`src/rtl/saturn_pkg.sv`:
```
// Shared types and constants for the Saturn data-memory transfer path.
package saturn_pkg;

  localparam int unsigned SATURN_ADDR_W = 20;
  localparam int unsigned SATURN_NIBS   = 16;

  // Nibble index within a register image.
  typedef logic [3:0] nib_idx_t;

  typedef enum logic [1:0] {
    IDLE,
    XFER,
    DONE
  } xfer_state_t;

endpackage

```
`src/rtl/saturn_dmem_xfer.sv`:
```
// Nibble-serial DAT0/DAT1 register<->memory mover. Walks the nibble field
// right_mask..left_mask over the 4-bit bus, one nibble per acknowledged cycle.
module saturn_dmem_xfer
  import saturn_pkg::*;
#(
  parameter int unsigned ADDR_W = SATURN_ADDR_W,
  parameter int unsigned NIBS   = SATURN_NIBS
) (
  input  logic                clk_in,
  input  logic                rst_n_in,
  input  logic                start_read_in,
  input  logic                start_write_in,
  input  logic [ADDR_W-1:0]   addr_in,
  input  logic [4*NIBS-1:0]   data_in,
  input  logic [3:0]          right_mask_in,
  input  logic [3:0]          left_mask_in,
  output logic [4*NIBS-1:0]   data_o,
  output logic                busy_o,
  output logic                done_o,
  output logic [ADDR_W-1:0]   bus_addr_o,
  output logic                bus_rd_o,
  output logic                bus_wr_o,
  output logic [3:0]          bus_data_o,
  input  logic [3:0]          bus_data_in,
  input  logic                bus_ack_in
);

  xfer_state_t           state_q, state_d;
  logic [ADDR_W-1:0]     addr_q;
  logic [4*NIBS-1:0]     wdata_q;
  logic [4*NIBS-1:0]     data_q;
  nib_idx_t              idx_q;
  nib_idx_t              left_q;
  logic                  write_q;
  // Inverted field: spend one XFER cycle with strobes off, then report DONE.
  logic                  illegal_q;

  logic                  start;
  logic                  field_bad;
  logic                  active;
  logic                  last_nib;
  logic [3:0]            wr_nib;

  assign start     = start_read_in | start_write_in;
  assign field_bad = left_mask_in < right_mask_in;
  assign active    = (state_q == XFER) && !illegal_q;
  assign last_nib  = idx_q == left_q;

  // State register.
  always_ff @(posedge clk_in or negedge rst_n_in) begin
    if (!rst_n_in) begin
      state_q <= IDLE;
    end else begin
      state_q <= state_d;
    end
  end

  // Next-state logic; an unacknowledged nibble simply holds XFER.
  always_comb begin
    state_d = state_q;
    unique case (state_q)
      IDLE: begin
        if (start) begin
          state_d = XFER;
        end
      end
      XFER: begin
        if (illegal_q) begin
          state_d = DONE;
        end else if (bus_ack_in && last_nib) begin
          state_d = DONE;
        end
      end
      DONE:    state_d = IDLE;
      default: state_d = IDLE;
    endcase
  end

  // Transfer context and read-image assembly.
  always_ff @(posedge clk_in or negedge rst_n_in) begin
    if (!rst_n_in) begin
      addr_q    <= '0;
      wdata_q   <= '0;
      data_q    <= '0;
      idx_q     <= '0;
      left_q    <= '0;
      write_q   <= 1'b0;
      illegal_q <= 1'b0;
    end else if (state_q == IDLE) begin
      if (start) begin
        addr_q    <= addr_in;
        wdata_q   <= data_in;
        idx_q     <= right_mask_in;
        left_q    <= left_mask_in;
        write_q   <= start_write_in;  // write wins over a simultaneous read
        illegal_q <= field_bad;
        // A legal read starts from a clean image; writes never touch it.
        if (!start_write_in && !field_bad) begin
          data_q <= '0;
        end
      end
    end else if (active && bus_ack_in) begin
      if (!write_q) begin
        for (int i = 0; i < NIBS; i++) begin
          if (idx_q == nib_idx_t'(i)) begin
            data_q[i*4 +: 4] <= bus_data_in;
          end
        end
      end
      addr_q <= addr_q + ADDR_W'(1);
      idx_q  <= idx_q + nib_idx_t'(1);
    end
  end

  // Write-nibble mux over the latched register image.
  always_comb begin
    wr_nib = '0;
    for (int i = 0; i < NIBS; i++) begin
      if (idx_q == nib_idx_t'(i)) begin
        wr_nib = wdata_q[i*4 +: 4];
      end
    end
  end

  // Outputs decoded from state so reset drops strobes without waiting for an edge.
  always_comb begin
    busy_o     = state_q == XFER;
    done_o     = state_q == DONE;
    bus_rd_o   = active && !write_q;
    bus_wr_o   = active && write_q;
    bus_addr_o = addr_q;
    bus_data_o = (active && write_q) ? wr_nib : 4'h0;
    data_o     = data_q;
  end

endmodule

```
`config.mk`:
```
export PLATFORM = sky130hd
export DESIGN_NAME = saturn_dmem_xfer
export DESIGN_NICKNAME = d
export VERILOG_FILES = /design/src/rtl/saturn_pkg.sv /design/src/rtl/saturn_dmem_xfer.sv
export SDC_FILE = /design/constraint.sdc
export NUM_CORES = 1
export LEC_CHECK = 0
export CORE_MARGIN = 2
export CORE_UTILIZATION = 40
export DETAILED_ROUTE_END_ITERATION = 16
export PLACE_DENSITY = 0.67
export SYNTH_ARGS = -nofsm -noshare
export SYNTH_HDL_FRONTEND = slang
export SYNTH_SLANG_ARGS = --single-unit
```
`constraint.sdc`:
```
create_clock -name clk_in -period 5.2 [get_ports clk_in]
set_input_delay 1.04 -clock clk_in [delete_from_list [all_inputs] [get_ports clk_in]]
set_output_delay 1.04 -clock clk_in [all_outputs]
set_load 0.1 [all_outputs]
```
==> impl_metrics.env <==
export IMPL_outcome="complete, no violations"
export IMPL_dieArea_sq_um=20400
export IMPL_layout_drive_gt1_share_pct=6.14
export IMPL_cts_setup_buffers=0
export IMPL_die_w_microns=143
export IMPL_drtPass1Iterations=5
export IMPL_grt_pass1_vias=6493
export IMPL_holdBufCountCts=0
export IMPL_htree_levels=4
export IMPL_cts_root_buf="clkbuf_16"
export IMPL_start_util_pct=41.0
export IMPL_dp_hpwl_microns=16500
export IMPL_syn_to_final_growth_pct=35.1
export IMPL_grt_use_total_pct=22.1
export IMPL_crit_reg2reg_capture="data_o[28]"
export IMPL_cts_resized=0
export IMPL_timing_slew_headroom_pct=32.5
export IMPL_numCtsBuffers=17
export IMPL_dp_cells=1288
export IMPL_synth_area_leaders="dfrtp_1 (52%), nand2_1 (14%), o22ai_1 (4.5%), a21oi_1 (2.9%), a22o_1 (2.5%)"
export IMPL_endpoint="bus_data_o[2]"
export IMPL_ys_types=62
export IMPL_async_flop_share_pct=100
export IMPL_gp_congestion=0.901
export IMPL_skew_ns=0.00995
export IMPL_antenna_cells=0
export IMPL_tightest_slew_ns=1.01
export IMPL_num_vias=6957
export IMPL_ys_ff_latch=160
export IMPL_ys_flop_type="dfrtp_1"
export IMPL_max_freq_mhz=219
export IMPL_crit_arrival_ns=3.52
export IMPL_cts_buffer_depth=2
export IMPL_whs_ns=0.481
export IMPL_r2r_start="idx_q[0]"
export IMPL_die_h_microns=143
export IMPL_portBuffers=192
export IMPL_final_cells=1318
export IMPL_route_detailed_drc=0
export IMPL_ys_warn_count=0
export IMPL_layout_common_cells="nand2_1 (281), clkdlybuf4s50_1 (187), dfrtp_1 (160), o22ai_1 (56), a21oi_1 (43)"
export IMPL_fin_tns_setup_ns=0
export IMPL_core_area_sq_um=18800
export IMPL_rsz0062_at_grt="no"
export IMPL_finalSetupViolCount=0
export IMPL_grt_pass1_wl_microns=35100
export IMPL_routedWlPerCell_microns=17.2
export IMPL_setup_worst_path_end_class="primary output"
export IMPL_rrSetupSlack_ns=2.40
export IMPL_path_max_fanout=13
export IMPL_via_per_inst=5.28
export IMPL_max_cap_violations=0
export IMPL_synthCells=877
export IMPL_synth_nets=986
export IMPL_netlist_area_sq_um=7730
export IMPL_cp_start_kind="flop"
export IMPL_ff2ff_path_depth=5
export IMPL_layout_commonest_cell="nand2_1"
export IMPL_hold_class="flop to flop"
export IMPL_post_route_period_util_pct=87.7
export IMPL_yosysTopAreaCellShare_pct=51.8
export IMPL_yosysTopAreaCell="dfrtp_1"
export IMPL_ys_seq_area_share_pct=51.8
export IMPL_ios=193
export IMPL_synth_edf_count=0
export IMPL_ant_nets=0
export IMPL_rows=50
export IMPL_cts_tree="built"
export IMPL_drt_initial_drc_count=402
export IMPL_critPathRequiredTime_ns=4.16
export IMPL_clock_sinks=160
export IMPL_slew_violations=0
export IMPL_final_hold_violation_count=0
export IMPL_drt_total_wl_microns=22600
export IMPL_clk_latency_ns=0.42
export IMPL_critPathKind="flop to primary output"
export IMPL_gr_total_overflow=0
export IMPL_crit_start="idx_q[0]"
export IMPL_layout_min_cycle_time_ns=4.56
export IMPL_final_nets=1156
export IMPL_syn_avg_cell_area_sq_um=8.81
export IMPL_antenna_found_initial=0
export IMPL_grt_start_max_net_pins=83
export IMPL_path_clk_slew_ns=0.06
==> synth_stat cells, types with 4 or more instances <==
| cell type | count |
|---|---|
| nand2_1 | 281 |
| dfrtp_1 | 160 |
| o22ai_1 | 56 |
| a21oi_1 | 44 |
| clkbuf_1 | 38 |
| o21ai_0 | 35 |
| inv_1 | 32 |
| nor2_1 | 25 |
| a22o_1 | 22 |
| nand3_1 | 18 |
| nor2b_1 | 13 |
| a31oi_1 | 12 |
| nor3_1 | 10 |
| a221oi_1 | 8 |
| ha_1 | 8 |
| mux2_2 | 8 |
| a2bb2oi_1 | 7 |
| and2_1 | 7 |
| buf_2 | 7 |
| nand2b_1 | 6 |
| nand4_1 | 6 |
| nand3b_1 | 5 |
| o31ai_1 | 4 |
==> layout make-up <==
| cell class | count | area [sq um] |
|---|---|---|
| repair buffers | 201 | 1980 |
| well taps | 260 | 325 |
| fillers | 1727 | 8390 |
| clock inverters | 9 | 133 |
| flip-flops and latches | 160 | 4000 |
| multi-input cells | 634 | 3410 |
| inverters | 33 | 124 |
| clock buffers | 21 | 460 |
==> flip-flops by register name, summed over array words and instances, names as in the netlist <==
register,cells
wdata_q,64
idx_q,4
bus_addr_o,20
write_q,1
state_q,2
left_q,4
data_o,64
illegal_q,1
==> cells by family after synthesis <==
kind of cell               synth area share (%)
muxes                                      1.43
DFF                                        51.8
buffers and inverters                      4.34
adders and majority gates                  1.30
xor gates and xnor gates                  0.454
and+or+nand+nor                            22.0
AOI/OAI and AO/OA                          18.6
==> layer usage <==
layer	wire length [microns]	vias to the layer above	global-route usage, %
met5	0	-	0
met4	234	0	5.73
met3	1200	14	3.69
met2	10400	201	33.6
met1	10800	3356	32.8
li1	-	3386	-
==> worst max-delay path, cell delays in order, from the launching register on <==
cell       delay (ns)
dfrtp_1          0.45
inv_1            0.13
ha_1             0.44
nor2b_1          0.53
a221oi_1         0.16
a2111oi_0        0.44
o31ai_1          0.14
a2111oi_2        0.42
buf_4            0.37
==> through the flow <==
step           util [%]  area [sq um]  setup slack [ns]
5_1_grt            55.4         10400             0.476
4_1_cts            55.4         10400             0.642
3_5_place_dp       52.3          9850              1.11
3_3_place_gp       52.3          9850              1.22
6_report           55.4         10400             0.640
2_1_floorplan         -          7730             0.131
==> how the worst min path moves through the flow <==
| stage | depth (start not counted) | start | slack (ns) | end |
|---|---|---|---|---|
| after floorplan | 2 | wdata_q[45] | 0.44 | wdata_q[45] |
| after global placement | 2 | wdata_q[57] | 0.46 | wdata_q[57] |
| after detailed placement | 2 | wdata_q[13] | 0.47 | wdata_q[13] |
| after CTS | 2 | wdata_q[53] | 0.48 | wdata_q[53] |
| after global routing | 2 | wdata_q[1] | 0.50 | wdata_q[1] |
| final | 2 | wdata_q[1] | 0.48 | wdata_q[1] |
Power is not shown: default switching activity piles up to over one toggle a cycle in this logic, so the estimate is an artifact.
==> RTL edit 1, RTL diff (same flow settings) <==
Re-encode `xfer_state_t` (3 states) as one-hot, 3 bits wide.
--- a/src/rtl/saturn_pkg.sv
+++ b/src/rtl/saturn_pkg.sv
@@ -8,8 +8,8 @@
   typedef logic [3:0] nib_idx_t;
 
-  typedef enum logic [1:0] {
-    IDLE,
-    XFER,
-    DONE
+  typedef enum logic [2:0] {
+    IDLE = 3'b001,
+    XFER = 3'b010,
+    DONE = 3'b100
   } xfer_state_t;
 
Formal check against the unedited RTL: same outputs for any inputs over 4 cycles, from zero or initial values and one cycle with rst_n_in low; so few cycles prove little.
==> RTL edit 1 against the original RTL <==
  * Synthesized cell count decreased by 20%
  * Worst setup slack got worse by 150 ps
  * Final cell count decreased by 15%
  * Sequential share of layout area increased by 0.56 points
  * Hold slack improved by 12 ps
  * Critical path depth unchanged
  * Design area decreased by 0.79%
  * Wire length decreased by 0.69%
  * First-iteration DRC count increased by 13%
  * Sequential cell count increased by 1
  * Synthesized area decreased by 0.92%
==> RTL edit 1: results (changes against the original RTL) <==
Parameter                              Value

Yosys
  Complex-gate fraction of the synthesized area ... 20.6% (was 18.6%)
  Adder-cell area share of the yosys netlist ... 1.31% (was 1.30%)
  Syn Nets ... 812 (was 986)
  Share of synthesized area spent on multiplexers ... 9.99% (was 1.43%)
  Most area-consuming cells after synthesis ... sky130_fd_sc_hd__dfrtp_1 (52%), sky130_fd_sc_hd__mux2_2 (9.7%), sky130_fd_sc_hd__o2bb2ai_1 (6.4%) (was sky130_fd_sc_hd__dfrtp_1 (52%), sky130_fd_sc_hd__nand2_1 (14%), sky130_fd_sc_hd__o22ai_1 (4.5%))
  Syn_area_per_cell ... 10.9 sq um (was 8.81 sq um)

Cells and area
  Final #Nets ... 986 (was 1156)
  Share of the final layout cell area in multi-input gates ... 32.6% (was 32.7%)
  Multi-input combinational cell count ... 481 (was 634)
  Bufs w/o clock ... 200 (was 201)
  Non-Clock Inverter Count ... 16 (was 33)
  Fraction of layout instances using a drive strength above 1 ... 13.6% (was 6.14%)
  Clk tree area frac ... 5.88% (was 5.68%)
  Share of the core filled with cells in the final layout ... 55.2% (was 55.4%)
  Count of clock-net buffers in the final layout ... 18 (was 21)

GRT
  Maximum number of pins on one net before global-route repair ... 101 (was 83)
  Vias in the first global route ... 6431 (was 6493)
  Total global-route track usage ... 22.6% (was 22.1%)

Place
  Instance count after placement with tap cells included ... 1092 (was 1288)
  RD Place Congestion ... 0.908 (was 0.901)
  Standard cell area after detailed placement ... 0.00975 sq mm (was 0.00985 sq mm)

Critical path
  Data arrival time of the critical path ... 3670 ps (was 3520 ps)
  Family of cells with the greatest summed delay on the critical path ... simple AND/OR/NAND/NOR gates (was compound AO/OA/AOI/OAI gates)
  Slowest Stage Delay on Critical Path ... 580 ps (was 530 ps)
  Reg-to-reg setup timing slack ... 2510 ps (was 2400 ps)
  Biggest fanout along the worst timing path ... 18 (was 13)

Status
  Run status ... complete, no violations (unchanged)
RTL edit 1: cell count changes after synthesis, sizes merged, moves of 8 or more:
cell     delta
o2bb2ai    +56
inv        -17
and3        +8
clkbuf     -11
a32o        +8
a22o       -18
o22ai      -44
nand2     -216
mux2       +59
nor2        +8
RTL edit 1: how the worst min path moves through the flow:
stage | slack (ps) | from | cells after the start | to
5_1_grt | 510 | data_o[43] | 1 | data_o[43]
2_1_floorplan | 460 | wdata_q[42] | 1 | wdata_q[42]
3_3_place_gp | 480 | data_o[3] | 1 | data_o[3]
3_5_place_dp | 480 | data_o[21] | 1 | data_o[21]
4_1_cts | 500 | data_o[21] | 1 | data_o[21]
6_report | 490 | data_o[11] | 1 | data_o[11]
RTL edit 1: metal layers:
layer	track usage, %	wire length (um)	up-vias
met1	31.6	10200	3227
met4	7.50	514	0
met2	35.6	10500	245
met3	4.21	1230	34
met5	0	0	-
li1	-	-	2998
==> RTL edit 2, RTL diff (same settings) <==
Without the edit above. Change the package constant `SATURN_NIBS` from 16 to 24.
--- a/src/rtl/saturn_pkg.sv
+++ b/src/rtl/saturn_pkg.sv
@@ -3,5 +3,5 @@
 
   localparam int unsigned SATURN_ADDR_W = 20;
-  localparam int unsigned SATURN_NIBS   = 16;
+  localparam int unsigned SATURN_NIBS   = 24;
 
   // Nibble index within a register image.
Interface: changed (resized data_in and data_o); port bits go from 193 to 257. No check against the original RTL was run, so the function may have changed too.
==> RTL edit 2 against the original RTL <==
  * Via count shrank 5.4%
  * Sequential cell count stayed put
  * Final cell count shrank 9.3%
  * Largest cell class unchanged
  * Count of clock-buffer cells in the layout shrank 2
  * Sequential share of layout area shrank 1.2 points
  * Die area is 4.3% higher
  * Maximum frequency grew 5.4%
  * Wire length up 0.18%
  * Design area grew 3.3%
  * Worst setup slack improved by 240 ps
  * Synthesized area increased by 4.4%
  * Critical endpoint unchanged
  * Critical path depth rose by 1
==> RTL edit 2: results (changes against the original RTL) <==
Parameter                              Value

Timing
  Setup skew after layout ... 10.9 ps (was 9.95 ps)
  Minimum setup slack in the final design ... 875 ps (was 640 ps)
  Max-slew headroom at the worst pin ... 27.1% (was 32.5%)

Critical path
  Slowest Stage Delay on Critical Path ... 760 ps (was 530 ps)
  Cell type of the slowest stage on the worst timing path ... sky130_fd_sc_hd__ha_1 (was sky130_fd_sc_hd__nor2b_1)
  Data arrival time of the critical path ... 3280 ps (was 3520 ps)
  Biggest fanout along the worst timing path ... 27 (was 13)

Place
  Setup WS pre-CTS ... 1330 ps (was 1110 ps)
  RD Place Congestion ... 0.857 (was 0.901)
  Standard cell area after detailed placement ... 0.0102 sq mm (was 0.00985 sq mm)
  Count of input and output buffers ... 224 (was 192)
  Estimated wirelength of the detail-placed design ... 16200 um (was 16500 um)

Yosys
  Most area-consuming cells after synthesis ... sky130_fd_sc_hd__dfrtp_1 (50%), sky130_fd_sc_hd__mux2_2 (10%), sky130_fd_sc_hd__a32o_1 (5.5%) (was sky130_fd_sc_hd__dfrtp_1 (52%), sky130_fd_sc_hd__nand2_1 (14%), sky130_fd_sc_hd__o22ai_1 (4.5%))
  Share of synthesized area spent on multiplexers ... 11.9% (was 1.43%)
  Number of different library cells in the post-synthesis netlist ... 71 (was 62)
  Complex-gate fraction of the synthesized area ... 17.6% (was 18.6%)
  Adder-cell area share of the yosys netlist ... 1.24% (was 1.30%)
  Gate count of the mapped netlist ... 746 (was 877)
  Leading register cell type out of synthesis ... sky130_fd_sc_hd__dfrtp_1 (unchanged)
  Most used standard cells in the synthesized netlist ... sky130_fd_sc_hd__dfrtp_1 (160), sky130_fd_sc_hd__mux2_2 (74), sky130_fd_sc_hd__nand2_1 (58) (was sky130_fd_sc_hd__nand2_1 (281), sky130_fd_sc_hd__dfrtp_1 (160), sky130_fd_sc_hd__o22ai_1 (56))
  Seq/Total Area, Yosys ... 49.6% (was 51.8%)
  Syn Nets ... 887 (was 986)
  Xor/xnor share of the synthesized area ... 0.434% (was 0.453%)

Cells and area
  Final #Nets ... 1059 (was 1156)
  Synthesis-to-layout area growth ... 33.7% (was 35.1%)
  Number of filler instances in the final layout ... 1832 (was 1727)
  Post-layout instance count excluding filler cells ... 1196 (was 1318)
  Fraction of layout instances using a drive strength above 1 ... 15.1% (was 6.14%)

Drt
  Violation count after the first detailed-route iteration ... 457 (was 402)
  Number of vias in the routed layout ... 6578 (was 6957)
  1st-pass router iterations ... 6 (was 5)
  Routed wirelength normalized by instance count ... 18.9 um (was 17.2 um)

Clock network
  Htree depth ... 4 (unchanged)
  Worst-case clock buffer depth ... 2 (unchanged)

Power and ir drop
  Part of the power in combinational logic ... 55.7%
  Worst-case vdd ir drop ... 0.000437 V

GRT
  Maximum number of pins on one net before global-route repair ... 100 (was 83)
  Vias in the first global route ... 6308 (was 6493)
  Global-route wire length before repair ... 36100 um (was 35100 um)
  Total global-route track usage ... 21.3% (was 22.1%)

Status
  Run status ... complete, no violations (unchanged)
## RTL edit 2: cell count changes after synthesis, sizes merged, moves of 7 or more
| cell | before | now |
|---|---|---|
| inv | 32 | 15 |
| nand2 | 281 | 59 |
| a32o | 0 | 44 |
| nor2 | 26 | 39 |
| buf | 12 | 73 |
| and2 | 8 | 15 |
| mux2 | 8 | 78 |
| o22ai | 56 | 14 |
| a22o | 22 | 1 |
| clkbuf | 38 | 11 |
## RTL edit 2: final timing paths
kind	start	endpoint	slack [ps]	cells after the start
worst max register to register	idx_q[2]	data_o[27]	2470	4
worst min register to register	wdata_q[69]	wdata_q[69]	500	1
max in group asynchronous	rst_n_in	wdata_q[43]	3490	2
min in group asynchronous	rst_n_in	bus_addr_o[13]	700	1
worst max-delay path	idx_q[1]	bus_data_o[2]	880	9
worst min-delay path	wdata_q[69]	wdata_q[69]	500	1
## RTL edit 2: layout make-up
cell class	instances	share of cell area, %
flip-flops and latches	160	37.1
multi-input cells	484	32.4
repair buffers	237	21.6
clock buffers	19	4.20
well taps	265	3.07
clock inverters	13	0.951
inverters	18	0.626
## RTL edit 2: routing by layer
metal  GRT usage, %  share of wire (%)  up-vias
met1           30.7                 46     3228
met4           5.92                1.6        0
li1               -                  -     3059
met2           33.4                 46      268
met3           3.53                5.8       23
met5              0                  0        -
## RTL edit 2: worst max-delay path, delay by kind of cell (launching register included)
| family | cells | cell delay (ps) |
|---|---|---|
| AOI/OAI and AO/OA | 4 | 800 |
| adders and majority gates | 1 | 760 |
| buffers and inverters | 3 | 640 |
| DFF | 1 | 440 |
| and+or+nand+nor | 1 | 190 |
